===== config.mk =====
export PLATFORM = sky130hd
export DESIGN_NAME = uart_rx_sink
export DESIGN_NICKNAME = d
export VERILOG_FILES = /design/src/rtl/uart_rx_sink.sv
export SDC_FILE = /design/constraint.sdc
export NUM_CORES = 1
export LEC_CHECK = 0
export ABC_AREA = 1
export CAP_MARGIN = 0
export CORE_MARGIN = 3
export CORE_UTILIZATION = 40
export DETAILED_ROUTE_END_ITERATION = 7
export GPL_TIMING_DRIVEN = 0
export PLACE_DENSITY_LB_ADDON = 0.3
export SETUP_SLACK_MARGIN = 0.15
export SYNTH_ARGS = -nofsm -noshare
export SYNTH_HDL_FRONTEND = slang
export SYNTH_SLANG_ARGS = --single-unit

===== constraint.sdc =====
create_clock -name clock -period 3.25 [get_ports clock]
set_clock_uncertainty 0.15 [all_clocks]
set_input_delay 0.65 -clock clock [delete_from_list [all_inputs] [get_ports clock]]
set_output_delay 0.65 -clock clock [all_outputs]
set_load 0.005 [all_outputs]

===== src/rtl/uart_rx_sink.sv =====
// uart_rx_sink: 8N1 UART receiver with mid-bit sampling, a one-entry
// valid/ready holding register, framing-error and overrun pulses.
module uart_rx_sink #(
  parameter int unsigned CLKS_PER_BIT = 234,
  parameter int unsigned CNT_W        = 16
) (
  input  logic       clock,
  input  logic       reset,
  input  logic       rx_i,
  output logic [7:0] data_o,
  output logic       valid_o,
  input  logic       ready_i,
  output logic       frame_err_o,
  output logic       overrun_o,
  output logic       busy_o
);

  localparam int unsigned HALF    = CLKS_PER_BIT / 2;
  localparam int unsigned IDX_W   = 4;
  localparam int unsigned BYTE_W  = 8;

  localparam logic [CNT_W-1:0] CNT_ZERO    = CNT_W'(0);
  localparam logic [CNT_W-1:0] CNT_ONE     = CNT_W'(1);
  localparam logic [CNT_W-1:0] CNT_HALF_M1 = CNT_W'(HALF - 1);
  localparam logic [CNT_W-1:0] CNT_LAST    = CNT_W'(CLKS_PER_BIT - 1);
  localparam logic [IDX_W-1:0] IDX_ZERO    = IDX_W'(0);
  localparam logic [IDX_W-1:0] IDX_ONE     = IDX_W'(1);
  localparam logic [IDX_W-1:0] IDX_LAST    = IDX_W'(BYTE_W - 1);
  localparam logic [IDX_W-1:0] IDX_SAT     = IDX_W'(BYTE_W);

  // Elaboration-time parameter sanity checks
  generate
    if ((CLKS_PER_BIT < 4) || ((CLKS_PER_BIT % 2) != 0)) begin : g_bad_cpb
      $error("uart_rx_sink: CLKS_PER_BIT must be even and >= 4");
    end
    if ((CNT_W >= 32) || ((64'd1 << CNT_W) <= 64'(CLKS_PER_BIT))) begin : g_bad_cntw
      $error("uart_rx_sink: CNT_W too small for CLKS_PER_BIT");
    end
  endgenerate

  typedef enum logic [2:0] {
    S_IDLE  = 3'd0,
    S_START = 3'd1,
    S_DATA  = 3'd2,
    S_STOP  = 3'd3,
    S_BREAK = 3'd4
  } state_e;

  logic              sync1_q;
  logic              rx_s_q;

  state_e            state_q, state_d;
  logic [CNT_W-1:0]  cnt_q, cnt_d;
  logic [IDX_W-1:0]  idx_q, idx_d;
  logic [BYTE_W-1:0] shift_q, shift_d;
  logic [BYTE_W-1:0] data_q, data_d;
  logic              valid_q, valid_d;
  logic              ferr_q, ferr_d;
  logic              ovr_q, ovr_d;
  logic              busy_q, busy_d;
  logic              byte_done;

  // Two-flop synchroniser for the asynchronous serial line (idle high)
  always_ff @(posedge clock) begin
    if (reset) begin
      sync1_q <= 1'b1;
      rx_s_q  <= 1'b1;
    end else begin
      sync1_q <= rx_i;
      rx_s_q  <= sync1_q;
    end
  end

  // Receiver FSM, bit timing and holding-register next-state logic
  always_comb begin
    state_d   = state_q;
    cnt_d     = cnt_q;
    idx_d     = idx_q;
    shift_d   = shift_q;
    data_d    = data_q;
    valid_d   = valid_q;
    ferr_d    = 1'b0;
    ovr_d     = 1'b0;
    byte_done = 1'b0;

    // Consumer handshake frees the holding register; data is kept
    if (valid_q && ready_i) begin
      valid_d = 1'b0;
    end

    unique case (state_q)
      S_IDLE: begin
        if (!rx_s_q) begin
          state_d = S_START;
          cnt_d   = CNT_ZERO;
        end
      end

      S_START: begin
        if (cnt_q == CNT_HALF_M1) begin
          cnt_d = CNT_ZERO;
          if (!rx_s_q) begin
            state_d = S_DATA;
            idx_d   = IDX_ZERO;
          end else begin
            // Start bit not low at its centre: treat as a glitch
            state_d = S_IDLE;
          end
        end else begin
          cnt_d = cnt_q + CNT_ONE;
        end
      end

      S_DATA: begin
        if (cnt_q == CNT_LAST) begin
          cnt_d = CNT_ZERO;
          shift_d[idx_q[2:0]] = rx_s_q;
          if (idx_q != IDX_SAT) begin
            idx_d = idx_q + IDX_ONE;
          end
          if (idx_q == IDX_LAST) begin
            state_d = S_STOP;
          end
        end else begin
          cnt_d = cnt_q + CNT_ONE;
        end
      end

      S_STOP: begin
        if (cnt_q == CNT_LAST) begin
          cnt_d = CNT_ZERO;
          if (rx_s_q) begin
            byte_done = 1'b1;
            state_d   = S_IDLE;
          end else begin
            // Stop bit low: report once, then wait out the break
            ferr_d  = 1'b1;
            state_d = S_BREAK;
          end
        end else begin
          cnt_d = cnt_q + CNT_ONE;
        end
      end

      S_BREAK: begin
        cnt_d = CNT_ZERO;
        if (rx_s_q) begin
          state_d = S_IDLE;
        end
      end

      default: begin
        state_d = S_IDLE;
        cnt_d   = CNT_ZERO;
        idx_d   = IDX_ZERO;
      end
    endcase

    // Deliver a completed byte, or drop it when the register stays full
    if (byte_done) begin
      if (!valid_q || ready_i) begin
        data_d  = shift_q;
        valid_d = 1'b1;
      end else begin
        ovr_d = 1'b1;
      end
    end

    busy_d = (state_d != S_IDLE);
  end

  // State and output registers
  always_ff @(posedge clock) begin
    if (reset) begin
      state_q <= S_IDLE;
      cnt_q   <= CNT_ZERO;
      idx_q   <= IDX_ZERO;
      shift_q <= '0;
      data_q  <= '0;
      valid_q <= 1'b0;
      ferr_q  <= 1'b0;
      ovr_q   <= 1'b0;
      busy_q  <= 1'b0;
    end else begin
      state_q <= state_d;
      cnt_q   <= cnt_d;
      idx_q   <= idx_d;
      shift_q <= shift_d;
      data_q  <= data_d;
      valid_q <= valid_d;
      ferr_q  <= ferr_d;
      ovr_q   <= ovr_d;
      busy_q  <= busy_d;
    end
  end

  assign data_o      = data_q;
  assign valid_o     = valid_q;
  assign frame_err_o = ferr_q;
  assign overrun_o   = ovr_q;
  assign busy_o      = busy_q;

endmodule


Yosys cells after proc, flatten, opt, wreduce, memory -nomap -nowiden
Index checks and enable logic that the tools add are counted.
{ "op_classes": {"addsub": 2, "magnitude_cmp": 2, "eq_ne": 13, "n_mux": 29, "n_bitwise": 4, "reduce_logical": 13} }
{ "op_table": {"columns": ["cell", "count"], "rows": [
  ["two-way mux 16 bit", 3],
  ["case mux 16 bit (3 select lines)", 1],
  ["two-way mux 3 bit", 7],
  ["adder 16 x 1 -> 16 bit (second input constant)", 1],
  ["equality test 16 x 7 -> 1 bit (second input constant)", 1],
  ["equality test 16 x 8 -> 1 bit (second input constant)", 1],
  ["two-way mux 4 bit", 4],
  ["case mux 3 bit (5 select lines)", 1],
  ["case mux 4 bit (3 select lines)", 1],
  ["!= test 2 bit (second input constant)", 5],
  ["two-way mux 1 bit", 9],
  ["bitwise mux 8 bit", 1],
  ["equality test 3 x 2 -> 1 bit (second input constant)", 2],
  ["OR reduction 3 bit", 2],
  ["AND reduction 5 bit", 1],
  ["adder 4 x 1 -> 4 bit (second input constant)", 1],
  ["equality test 4 x 3 -> 1 bit (second input constant)", 1],
  ["< comparator 3 x 4 -> 1 bit (second input constant)", 1],
  ["!= test 4 bit (second input constant)", 1],
  ["inverter 1 bit", 4],
  ["AND reduction 2 bit", 2],
  ["OR reduction 2 bit", 2],
  ["demux 1 bit (select 3 bit)", 1],
  ["equality test 3 x 1 -> 1 bit (second input constant)", 1],
  ["8 further kinds", 9]
]} }
{ "totals": {"ff_bits": 45, "input_bits": 4, "out_inout_bits": 12, "word_cells": 74} }

Depth between registers and ports, before layout
{ "depth": {"word_depth": 5, "depth_mapped": 13, "depth_no_buf": 13} }

Worst setup path before layout
No wires, ideal clock.
{ "synth_path": {"kind": "reg-to-reg", "start": "register cnt_q[0]", "end": "register cnt_q[9]", "setup_time_ps": 116, "arrival_ps": 1333, "required_ps": 2984, "path_slack_ps": 1651, "path_stages_with_launch": 10, "n_path_buf": 1, "synth_period_minus_slack_ps": 1599, "cell_sequence": "dfxtp_1 > ha_1 > nand3_1 > nor2_4 > nand2_2 > nand2_1 > nand3_2 > nand2_2 > buf_4 > nor2_1"} }
{ "synth_between": {"elab_chain_len": 3, "elab_cells_between_ends": 6, "cone_classes": "add/sub: 1; eq/ne: 2; mux: 3"} }
{ "synth_rtl": {"columns": ["element", "line", "text"], "rows": [
  ["start, declared", "53", "logic [CNT_W-1:0] cnt_q, cnt_d;"],
  ["start signal, assigned", "186", "cnt_q <= cnt_d;"],
  ["adder 16 x 1 -> 16 bit, or another cell as far along", "110, 125, 141", null],
  ["two-way mux 16 bit, on equally long branches", "115, 130, 100", null],
  ["case mux 16 bit (3 select lines) *", "91", "unique case (state_q)"]
]} }
Every way passes the cells marked *; elsewhere a longest branch is shown, timed or not.
A chain may end at the register's enable or synchronous reset.

Worst setup path after layout
{ "layout_path": {"start": "register data_q[0], in the netlist data_o[0]", "end": "output port data_o[0]"} }
{ "layout_rtl": {"columns": ["element", "line", "text"], "rows": [
  ["start, declared", "56", "logic [BYTE_W-1:0] data_q, data_d;"],
  ["start signal, assigned", "189", "data_q <= data_d;"],
  ["end, declared", "10", "output logic [7:0] data_o,"]
]} }
No word-level cell between the ends.

==> impl_metrics.toml <==
[clocking]
clkTransAtPathRegs_ns = 0.08
h-tree-depth = 2
cts.sinks = 45
cts-root-to-sink-buffers = 2
postCtsHoldBufs = 0
tritoncts.num_buffers = 5
post-cts-setup-buffers = 0
cts_resized = 0
clock_tree_from_tritoncts = "done"
clock_insertion_delay_worst_skew_ns = 0.29
clockRootBuffer = "sky130_fd_sc_hd__clkbuf_8"

[hold_path]
worstHoldPathType = "register to register"
hp-start = "sync1_q$_SDFF_PP1_"
timing.hold.worst_path_depth = 1
hold_path_end = "rx_s_q$_SDFF_PP1_"

[job]
cap_viol_max_count = 0

[detailed_routing]
drt_drc_violations_left = 0
wl_met3_um = 151
firstDrtPassIters = 4
num_vias = 2083
routed-wl-met2_mm = 1.99
wl_mm = 4.71
drt-met1-wl_mm = 2.50
vias_per_cell = 4.69
first_iter_violations = 119
highest_layer = "met4"
routed_wire_length_per_instance_um = 10.6
drt.antenna.violating_nets = 0

[final_layout]
most-common-layout-cells = "sky130_fd_sc_hd__nand2_1 (81), sky130_fd_sc_hd__nor2_1 (58), sky130_fd_sc_hd__inv_1 (50)"
antenna_cells_inserted = 0
final_layout_size_suffix_gt1_share_pct = 9.41
layout_commonest_cell = "sky130_fd_sc_hd__nand2_1"
design.final.nets = 380
area_delta_synth_final_pct = 13.1

[worst_setup_path]
crit-reg2reg-capture = "cnt_q[14]$_SDFFE_PP0P_"
startpoint_of_the_worst_slack_reg_to_reg_timing_path = "cnt_q[0]$_SDFFE_PP0P_"
worst_path_dominant_cell_family = "buffers and inverters"
timing.critical_path.from_type = "register"
cp_cell_sequence = "clkdlybuf4s50_1"
worst-setup-path-type = "register to output pin"
critPathMaxStageDelay_ns = 0.50
worst_setup_ep_type = "output pin"
cp_data_required_time_ns = 2.45
critical_path_arrival_ns = 1.14
worstPathBufferInverterCount = 1
rrSetupSlack_ns = 1.34
reg2regPathDepth = 9
startpoint = "data_o[0]$_SDFFE_PP0P_"
critical_path_maximum_fanout = 2
critical_path.slowest_cell = "sky130_fd_sc_hd__clkdlybuf4s50_1"

[synthesis]
synth_top_area_share_pct = 37.7
synthesis.nets = 359
ys_seq_area_share_pct = 37.7
netlist.top_cell.by_area = "sky130_fd_sc_hd__dfxtp_1"
postSynthCellCount = 350
yosys_warnings = 0
synth_cell_type_count = 30
yosys-top-cells-area = "sky130_fd_sc_hd__dfxtp_1 (38%), sky130_fd_sc_hd__nand2_1 (13%), sky130_fd_sc_hd__nor2_1 (9.1%)"
synth.ff_latch_count = 45
synth.cell_area_sq_um = 2390
syn_area_per_cell_sq_um = 6.82

[timing]
rsz0062_at_grt = "false"
layout_min_cycle_time_ns = 1.94
setup_viol_count_final = 0
timing_max_transition_violations_final = 0
max_slew_margin_pct = 63.3
worst_tran_pin_value_ns = 0.550
maxClockFrequency_ghz = 0.516
post-route-period-util_pct = 59.7
hold_viol = 0
fin_tns_setup_ns = 0

[die]
core_area_sq_um = 5640
io_pins = 16
die_area_sq_um = 6930
dieWidth_um = 83.3
floorplan.die.height_um = 83.3
placement_rows = 27
floorplan.initialDensity_pct = 42.3

[global_route]
wire_length_of_the_first_global_routing_pass_mm = 8.50
grt_pass1_vias = 1943
grt_overflow = 0
largest_net_degree_at_the_start_of_global_routing = 14
antenna_found_initial = 0
grtUsageTotal_pct = 14.5

[place]
dp.final_hpwl_mm = 3.51
place.port_buffers = 14
gpl.final_weighted_congestion = 0.879

[power_and_ir_drop]
leakage_power_of_the_design_nw = 1.15
ir_drop_uv = 150
power.density_cell_area_nw_per_um2 = 352
power.total_mw = 0.950

[status]
run_status = "finished clean"
-- logic make-up after synthesis --
group                      synth area share (%)
AOI/OAI and AO/OA                          7.08
DFF                                        37.7
adders and majority gates                  2.62
xor gates and xnor gates                   1.47
and+or+nand+nor                            38.6
buffers and inverters                      12.5
-- how the worst max path moves through the flow --
stage                        endpoint  slack, ns  cells after the start
2_1_floorplan   cnt_q[9]$_SDFFE_PP0P_       1.65                      9
3_3_place_gp   data_o[6]$_SDFFE_PP0P_       1.25                      8
3_5_place_dp   data_o[5]$_SDFFE_PP0P_       1.24                      8
4_1_cts                     data_o[0]       1.30                      1
5_1_grt        cnt_q[12]$_SDFFE_PP0P_       1.11                      9
6_report                    data_o[0]       1.31                      1
-- synth_stat cells --
cell,number
sky130_fd_sc_hd__buf_4,2
sky130_fd_sc_hd__ha_1,5
sky130_fd_sc_hd__buf_6,3
sky130_fd_sc_hd__nor2_2,1
sky130_fd_sc_hd__xor2_1,2
sky130_fd_sc_hd__nor2_1,58
sky130_fd_sc_hd__nand3_2,3
sky130_fd_sc_hd__dfxtp_1,45
sky130_fd_sc_hd__a21oi_4,1
sky130_fd_sc_hd__nor3_1,10
sky130_fd_sc_hd__nand2_1,81
sky130_fd_sc_hd__nand3b_1,1
sky130_fd_sc_hd__or2_2,2
sky130_fd_sc_hd__nor3b_1,1
sky130_fd_sc_hd__a31oi_1,1
sky130_fd_sc_hd__inv_2,2
sky130_fd_sc_hd__inv_1,50
sky130_fd_sc_hd__o21ai_0,11
sky130_fd_sc_hd__nand4_1,6
sky130_fd_sc_hd__clkinv_2,1
sky130_fd_sc_hd__clkbuf_1,2
sky130_fd_sc_hd__nand3_4,2
sky130_fd_sc_hd__nand2_2,4
sky130_fd_sc_hd__nand3_1,31
sky130_fd_sc_hd__o31ai_1,1
sky130_fd_sc_hd__nor2_4,3
sky130_fd_sc_hd__a21oi_2,1
sky130_fd_sc_hd__xnor2_1,2
sky130_fd_sc_hd__clkbuf_8,3
sky130_fd_sc_hd__a21oi_1,15
-- sequential cells by signal, indices dropped and copies added, names as in the netlist --
signal	cells
busy_o	1
idx_q	4
valid_o	1
overrun_o	1
frame_err_o	1
sync1_q	1
shift_q	8
rx_s_q	1
cnt_q	16
data_o	8
state_q	3
-- layer usage --
metal / vias up / global-route usage, %
met2: 25 / 22.0
li1: 1132 / -
met1: 920 / 20.0
met5: - / 0
met3: 6 / 3.37
met4: 0 / 4.90
-- per-stage QoR --
step	area (sq um)	hold slack, ns	std cells	utilization [%]	setup slack (ns)
final	2700	0.265	444	47.9	1.31
after global routing	2700	0.286	444	47.9	1.11
after CTS	2700	0.267	444	47.9	1.30
after detailed placement	2620	0.246	436	46.4	1.24
after global placement	2620	0.242	436	46.4	1.25
after floorplan	2390	0.239	350	-	1.65
-- cell type report --
cell class,count,area (sq um)
clock inverters,2,10.0
clock buffers,6,72.6
repair buffers,14,140
plain buffers,10,97.6
flip-flops and latches,45,901
well taps,72,90.1
inverters,53,200
fillers,582,2940
multi-input cells,242,1190
-- power by group --
group          switching, mW  internal, mW
clock                  0.185         0.149
sequential           0.00343         0.555
combinational         0.0374        0.0195
total                  0.226         0.724
No activity file was read; power rests on OpenSTA's default activity.
